File: config.mk
export PLATFORM = sky130hd
export DESIGN_NAME = multiply_divide_unit
export DESIGN_NICKNAME = d
export VERILOG_FILES = /design/src/rtl/multiply_divide_unit.sv
export SDC_FILE = /design/constraint.sdc
export NUM_CORES = 1
export LEC_CHECK = 0
export CAP_MARGIN = 20
export CORE_MARGIN = 3
export CORE_UTILIZATION = 50
export CTS_CLUSTER_SIZE = 40
export DETAILED_ROUTE_END_ITERATION = 10
export PLACE_DENSITY = 0.7
export SLEW_MARGIN = 10
export SYNTH_ARGS = -nofsm -noshare
export SYNTH_HDL_FRONTEND = slang
export SYNTH_SLANG_ARGS = --single-unit
File: constraint.sdc
create_clock -name clk -period 8.08 [get_ports clk]
set_clock_uncertainty 0.1 [all_clocks]
set_input_delay 1.616 -clock clk [delete_from_list [all_inputs] [get_ports clk]]
set_output_delay 1.616 -clock clk [all_outputs]
set_load 0.05 [all_outputs]
File: src/rtl/multiply_divide_unit.sv
// multiply_divide_unit
//   Iterative RV32M multiply/divide unit. One shift-add (multiply) or
//   restoring shift-subtract (divide) step per cycle, WIDTH steps per op.
//   Operands are converted to magnitudes on accept; the sign fixup and the
//   divide-by-zero / signed-overflow special results are applied
//   combinationally from the held datapath registers in DONE.
//
//   Optional feature macro: MULDIV_EARLY_OUT_EN
//     defined     : divide-by-zero and signed overflow go IDLE -> DONE directly
//     not defined : every op takes the full WIDTH iterations
//
// Ports
//   clk        clock, rising edge
//   reset      synchronous active-high reset
//   flush      abort any in-flight operation
//   in_valid   request valid
//   in_ready   unit idle and able to accept
//   op         000 MUL,001 MULH,010 MULHSU,011 MULHU,100 DIV,101 DIVU,110 REM,111 REMU
//   in1        rs1 (multiplicand / dividend)
//   in2        rs2 (multiplier / divisor)
//   out_valid  result valid
//   out_ready  consumer takes result
//   out        result, zero while out_valid is low
module multiply_divide_unit #(
   parameter int WIDTH = 32
) (
   input  logic             clk,
   input  logic             reset,
   input  logic             flush,
   input  logic             in_valid,
   output logic             in_ready,
   input  logic [2:0]       op,
   input  logic [WIDTH-1:0] in1,
   input  logic [WIDTH-1:0] in2,
   output logic             out_valid,
   input  logic             out_ready,
   output logic [WIDTH-1:0] out
);

   localparam int CW = $clog2(WIDTH);
   localparam logic [CW-1:0]    LAST    = CW'(WIDTH - 1);
   localparam logic [WIDTH-1:0] MOST_NEG = {1'b1, {(WIDTH-1){1'b0}}};

   localparam logic [1:0] IDLE = 2'd0;
   localparam logic [1:0] BUSY = 2'd1;
   localparam logic [1:0] DONE = 2'd2;

   logic [1:0]       state;
   logic [CW-1:0]    count;
   // hi/lo: product accumulator / multiplier for multiply,
   //        partial remainder / dividend-shifting-into-quotient for divide
   logic [WIDTH-1:0] hi;
   logic [WIDTH-1:0] lo;
   logic [WIDTH-1:0] b;        // multiplicand or divisor magnitude
   logic [WIDTH-1:0] in1_q;    // raw rs1, needed for special divide results
   logic             is_div;
   logic             is_rem;
   logic             want_hi;
   logic             neg_res;
   logic             div_zero;
   logic             ovf;

   // request decode
   logic             s1_in;
   logic             s2_in;
   logic [WIDTH-1:0] mag1;
   logic [WIDTH-1:0] mag2;
   logic             div_zero_in;
   logic             ovf_in;
   logic             early;

   always_comb begin
      s1_in       = 1'b0;
      s2_in       = 1'b0;
      case (op)
         3'b001, 3'b100, 3'b110: begin
            s1_in = in1[WIDTH-1];
            s2_in = in2[WIDTH-1];
         end
         3'b010:  s1_in = in1[WIDTH-1];
         default: ;
      endcase
      mag1        = s1_in ? (~in1 + 1'b1) : in1;
      mag2        = s2_in ? (~in2 + 1'b1) : in2;
      div_zero_in = (in2 == '0);
      ovf_in      = op[2] & ~op[0] & (in1 == MOST_NEG) & (in2 == '1);
`ifdef MULDIV_EARLY_OUT_EN
      early       = op[2] & (div_zero_in | ovf_in);
`else
      early       = 1'b0;
`endif
   end

   // one iteration step
   logic [WIDTH:0] mul_sum;
   logic [WIDTH:0] div_shift;
   logic [WIDTH:0] div_diff;

   always_comb begin
      mul_sum   = {1'b0, hi} + (lo[0] ? {1'b0, b} : '0);
      div_shift = {hi, lo[WIDTH-1]};
      // partial remainder stays below the divisor, so bit WIDTH of the
      // difference is a clean borrow/sign flag
      div_diff  = div_shift - {1'b0, b};
   end

   always_ff @(posedge clk) begin
      if (reset) begin
         state    <= IDLE;
         count    <= '0;
         hi       <= '0;
         lo       <= '0;
         b        <= '0;
         in1_q    <= '0;
         is_div   <= 1'b0;
         is_rem   <= 1'b0;
         want_hi  <= 1'b0;
         neg_res  <= 1'b0;
         div_zero <= 1'b0;
         ovf      <= 1'b0;
      end else if (flush) begin
         state <= IDLE;
      end else begin
         case (state)
            IDLE: begin
               if (in_valid) begin
                  count    <= '0;
                  hi       <= '0;
                  lo       <= op[2] ? mag1 : mag2;
                  b        <= op[2] ? mag2 : mag1;
                  in1_q    <= in1;
                  is_div   <= op[2];
                  is_rem   <= op[2] & op[1];
                  want_hi  <= ~op[2] & (op[1:0] != 2'b00);
                  neg_res  <= (op[2] & op[1]) ? s1_in : (s1_in ^ s2_in);
                  div_zero <= div_zero_in;
                  ovf      <= ovf_in;
                  state    <= early ? DONE : BUSY;
               end
            end
            BUSY: begin
               if (is_div) begin
                  if (!div_diff[WIDTH]) begin
                     hi <= div_diff[WIDTH-1:0];
                     lo <= {lo[WIDTH-2:0], 1'b1};
                  end else begin
                     hi <= div_shift[WIDTH-1:0];
                     lo <= {lo[WIDTH-2:0], 1'b0};
                  end
               end else begin
                  hi <= mul_sum[WIDTH:1];
                  lo <= {mul_sum[0], lo[WIDTH-1:1]};
               end
               count <= count + 1'b1;
               if (count == LAST) state <= DONE;
            end
            DONE: begin
               if (out_ready) state <= IDLE;
            end
            default: state <= IDLE;
         endcase
      end
   end

   // final fixup
   logic [2*WIDTH-1:0] prod_fix;
   logic [WIDTH-1:0]   q_fix;
   logic [WIDTH-1:0]   r_fix;
   logic [WIDTH-1:0]   result;

   always_comb begin
      prod_fix = neg_res ? (~{hi, lo} + 1'b1) : {hi, lo};
      q_fix    = neg_res ? (~lo + 1'b1) : lo;
      r_fix    = neg_res ? (~hi + 1'b1) : hi;
      result   = '0;
      if (is_div) begin
         if (div_zero)  result = is_rem ? in1_q : '1;
         else if (ovf)  result = is_rem ? '0 : in1_q;
         else           result = is_rem ? r_fix : q_fix;
      end else begin
         result = want_hi ? prod_fix[2*WIDTH-1:WIDTH] : prod_fix[WIDTH-1:0];
      end
   end

   assign in_ready  = (state == IDLE);
   assign out_valid = (state == DONE);
   assign out       = out_valid ? result : '0;

endmodule

Word level (Yosys, flattened, before mapping). Index checks and enable logic that the tools add are counted.

Add/sub/neg operators: 8. Equal/unequal tests: 12. Mux-type cells: 33. Bitwise gates (word level): 14. Reductions and logical operators: 10.

Operators with widths (count): 32-bit two-way mux (20); 32-bit by 1-bit adder with 32-bit output (second input constant) (4); 32-bit NOT (4); 32-bit case mux with 2 select lines (2); 64-bit by 1-bit adder with 64-bit output (second input constant) (1); 32-bit == test (second input constant) (2); 64-bit two-way mux (1); 64-bit NOT (1); 32-bit by 32-bit adder with 33-bit output (1); 33-bit by 32-bit subtractor with 33-bit output (1); 32-bit zero test (1); 5-bit case mux with 2 select lines (1); 3-bit AND reduction (3); 3-bit == test (second input constant) (2); 2-bit two-way mux (3); 2-bit case mux with 3 select lines (1); 5-bit by 1-bit adder with 5-bit output (second input constant) (1); 1-bit bitwise AND (5); 5-bit == test (second input constant) (1); 5-bit two-way mux (1); 1-bit two-way mux (4); 2-bit inequality test (second input constant) (2); 2-bit nonzero test (2); 4-bit OR reduction (1); other kinds (10) (12).

Flip-flop bits (word level): 141. Output and inout bits: 34. Word-level logic and storage cells: 89.

Depth between registers and ports, before layout.
Depth after elaboration: 8. Depth in mapped cells: 14. Mapped depth without buffers: 13.

Worst setup path after synthesis. OpenSTA, ideal clock, no wires.

Kind: register to output. From: register lo[10]. To: output out[23]. Data arrival time: 5.057 ns. Path slack: 1.307 ns. Cell stages (with the launch flop): 12. Buffers on the path: 2. Cell sequence: dfxtp_1 buf_6 or4_4 nor3_4 nand3b_2 or3_1 buf_2 or3_4 o41ai_2 xnor2_1 nor2_1 a2111oi_0.

Longest elaborated chain between the ends: 8.

Ends and longest elaborated chain: from (decl) (RTL line 53) `logic [WIDTH-1:0] lo;`; from (signal assigned) (RTL line 129) `lo <= op[2] ? mag1 : mag2;`; from (signal assigned) (RTL line 145) `lo <= {lo[WIDTH-2:0], 1'b1};`; from (signal assigned) (RTL line 148) `lo <= {lo[WIDTH-2:0], 1'b0};`; 32-bit NOT (RTL line 173) `q_fix = neg_res ? (~lo + 1'b1) : lo;`; 32-bit by 1-bit adder with 32-bit output (RTL line 173); 32-bit two-way mux (RTL line 173); 32-bit two-way mux (RTL line 179) `else result = is_rem ? r_fix : q_fix;`; 32-bit two-way mux (RTL line 178) `else if (ovf) result = is_rem ? '0 : in1_q;`; 32-bit two-way mux (RTL line 177) `if (div_zero) result = is_rem ? in1_q : '1;`; 32-bit two-way mux * (RTL line 176) `if (is_div) begin`; 32-bit two-way mux * (RTL line 187) `assign out = out_valid ? result : '0;`; to (decl) (RTL line 37) `output logic [WIDTH-1:0] out`.

Every way passes the cells marked *; elsewhere a longest branch is shown, timed or not.

Worst setup path in the final report.
From: register lo[2]. To: output out[18].

The elaborated chain is that of the path after synthesis.

==> flow_summary.yaml <==
status:
  run_status: "finished clean"
final_layout:
  finalNetCount: 2259
  drive_gt1_share_pct: 5.078
  mostFrequentLayoutCell: "nand2_1"
  syn2layout_area_growth_pct: 12.55
  layout_common_cells: "262 x nand2_1, 216 x nor2_1, 193 x a21oi_1, 139 x dfxtp_1, 137 x o21ai_0"
  n_fill_cell: 2793
cts:
  post_cts_buffers: 0
  tritoncts: "yes"
  clock_latency_ps: 450
  cts.sinks: 141
  hold_buffers: 0
  numCtsBuffers: 17
  path_clk_slew_ps: 70
  cts_resized: 0
  htree_levels: 4
  root_buffer: "clkbuf_16"
  clk_path_buf_depth: 2
synthesis:
  yosys.area.top_type_share_pct: 19.04
  post-synth-top-area-cell: "dfxtp_1"
  synth-edff-count: 0
  synthTopCellsByArea: "dfxtp_1 19%, nand2_1 6.6%, a21oi_1 6.5%"
  ys_warn_count: 0
  syn_nets: 2250
  syn_area_per_cell_um2: 7.041
  ys_async_sr_fraction_pct: 0
  synth_seq_area_share_pct: 19.04
  netlist_instances: 2105
  synth-seq-cells: 141
  synthFlopType: "dfxtp_1"
  ys_types: 77
  syn_area_um2: 14820
placement:
  finalWeightedCongestion: 1.027
  dp_slack_ps: 1944
  port_buffers: 105
  place_hpwl_um: 43480
grt:
  antenna_found_initial: 0
  grtUsageTotal_pct: 35.26
  grt_pass1_wl_um: 86710
  grt_max_degree: 76
  grt_pass1_vias: 14820
  grt_overflow: 0
die:
  fp.dieH_um: 178.2
  fp.dieArea_um2: 31740
  initial_core_util_pct: 51.22
  rows: 62
  die_w_um: 178.2
  io_pins: 106
  coreArea_um2: 28940
worst_setup_path:
  critPathLaunchType: "register"
  cp_max_fo: 8
  worstPathArrival_ps: 5180
  critPathKind: "reg2out"
  ff2ff_setup_slack_ps: 2970
  end_kind: "output port"
  critPathRequiredTime_ps: 6360
routing:
  wl_per_cell_um: 22.62
  drt_iter0_drc: 2028
  route.vias.total: 16200
  vias_per_cell: 6.451
  firstDrtPassIters: 6
  postRouteAntennaNets: 0
  wirelength_um: 56810
  drcViolationCount: 0
sta:
  hold_viol: 0
  slew_violations: 0
  hold_ws_ps: 356.1
  setup_viol: 0
  fin_setup_tns_ps: 0
  worstMarginPinSlew_ps: 1102
  rsz0062_at_grt: "no"
  maxClockFrequency_mhz: 144.9
  slew_headroom_pct: 24.65
  setup_slack_ps: 1180
  min_period_ps: 6900
  fin_crit_sh_pct: 85.39
run:
  maxCapViolations: 0
power_and_ir_drop:
  p_total_mw: 2.299
  static-leakage-power_nw: 6.265
  power_density_nw_per_um2: 137.8
  vdd_drop_max_mv: 0.1529
worst_hold_path:
  min_path_type: "reg2reg"
[where the power goes]
group | switching (mW) | leakage [nW] | internal (mW)
clock | 0.394 | 0.303 | 0.448
combinational | 0.412 | 4.81 | 0.262
sequential | 0.0562 | 1.15 | 0.727
total | 0.862 | 6.27 | 1.44
[critical path, cell delays in order (launching register included)]
cell and delay (ps):
dfxtp_1 390, nor3_1 530, and3_1 340, nand4_1 250, nor2_1 600, nand2_1 160
o41ai_1 640, xnor2_1 240, nor2_1 80, a2111oi_0 490, buf_4 220, clkdlybuf4s50_1 800
[routing by layer]
| metal | vias up | track usage (%) | share of wire [%] |
|---|---|---|---|
| li1 | 7662 | - | - |
| met5 | - | 0 | 0 |
| met4 | 0 | 14.87 | 4.1 |
| met3 | 125 | 6.066 | 8.3 |
| met2 | 764 | 53.92 | 44 |
| met1 | 7653 | 48.91 | 43 |
[final timing paths]
kind,from,end,cells after the start
setup / recovery,lo[2]$_SDFFE_PP0P_,out[18],11
hold / removal,b[8]$_SDFFE_PP0P_,b[8]$_SDFFE_PP0P_,2
setup reg to reg,lo[31]$_SDFFE_PP0P_,hi[16]$_SDFFE_PP0P_,14
hold reg to reg,b[8]$_SDFFE_PP0P_,b[8]$_SDFFE_PP0P_,2
[flip-flops by register name (all words and copies together) (netlist names), 2 cells and up]
register and cells:
b 32, count 5, hi 32, in1_q 32, lo 32, state 2
[stage by stage]
step | cells | cell area [um^2] | util [%]
floorplan | 2105 | 14820 | -
global placement | 2478 | 16050 | 55.47
detailed placement | 2478 | 16050 | 55.47
CTS | 2510 | 16670 | 57.62
global route | 2511 | 16680 | 57.65
finish | 2512 | 16680 | 57.65
[cell type report]
| type | instances | area (um^2) | area share, % |
|---|---|---|---|
| clock buffers | 17 | 425.4 | 2.550 |
| inverters | 69 | 259.0 | 1.553 |
| clock inverters | 15 | 195.2 | 1.170 |
| diodes | 1 | 2.502 | 0.01500 |
| multi-input cells | 1746 | 11190 | 67.10 |
| repair buffers | 139 | 1299 | 7.785 |
| well taps | 384 | 480.5 | 2.880 |
| flip-flops and latches | 141 | 2828 | 16.95 |
[Yosys cell counts, drive strengths merged, types with 8 or more instances]
library cell  number
nor4              24
or4               17
o41ai             24
nor2             218
o211ai            30
o21a              13
o21ai            139
nand3             29
a21oi            193
inv               66
o21bai            11
nor2b             11
nand2            262
a211o              8
or3               22
ha                71
a31oi             13
a21o              24
xnor2            100
a211oi            54
buf               18
nor3              59
mux2i             83
or2                9
and2               8
dfxtp            141
o31ai             29
and3              10
nand4             16
clkbuf           131
nand2b            20
a22oi             17
o22ai             29
a221oi            23
xor2             101
[cells by family (layout without fill, tap and decap cells)]
logic type | after synthesis | count (layout) | share of synthesized area (%)
DFF | 141 | 141 | 19.04
buffers and inverters | 218 | 240 | 5.715
and+or+nand+nor | 717 | 717 | 22.00
xor gates and xnor gates | 201 | 201 | 11.88
muxes | 89 | 89 | 6.213
AOI/OAI and AO/OA | 666 | 666 | 28.89
other | 0 | 1 | 0
adders and majority gates | 73 | 73 | 6.264
(Power assumes the default switching activity.)
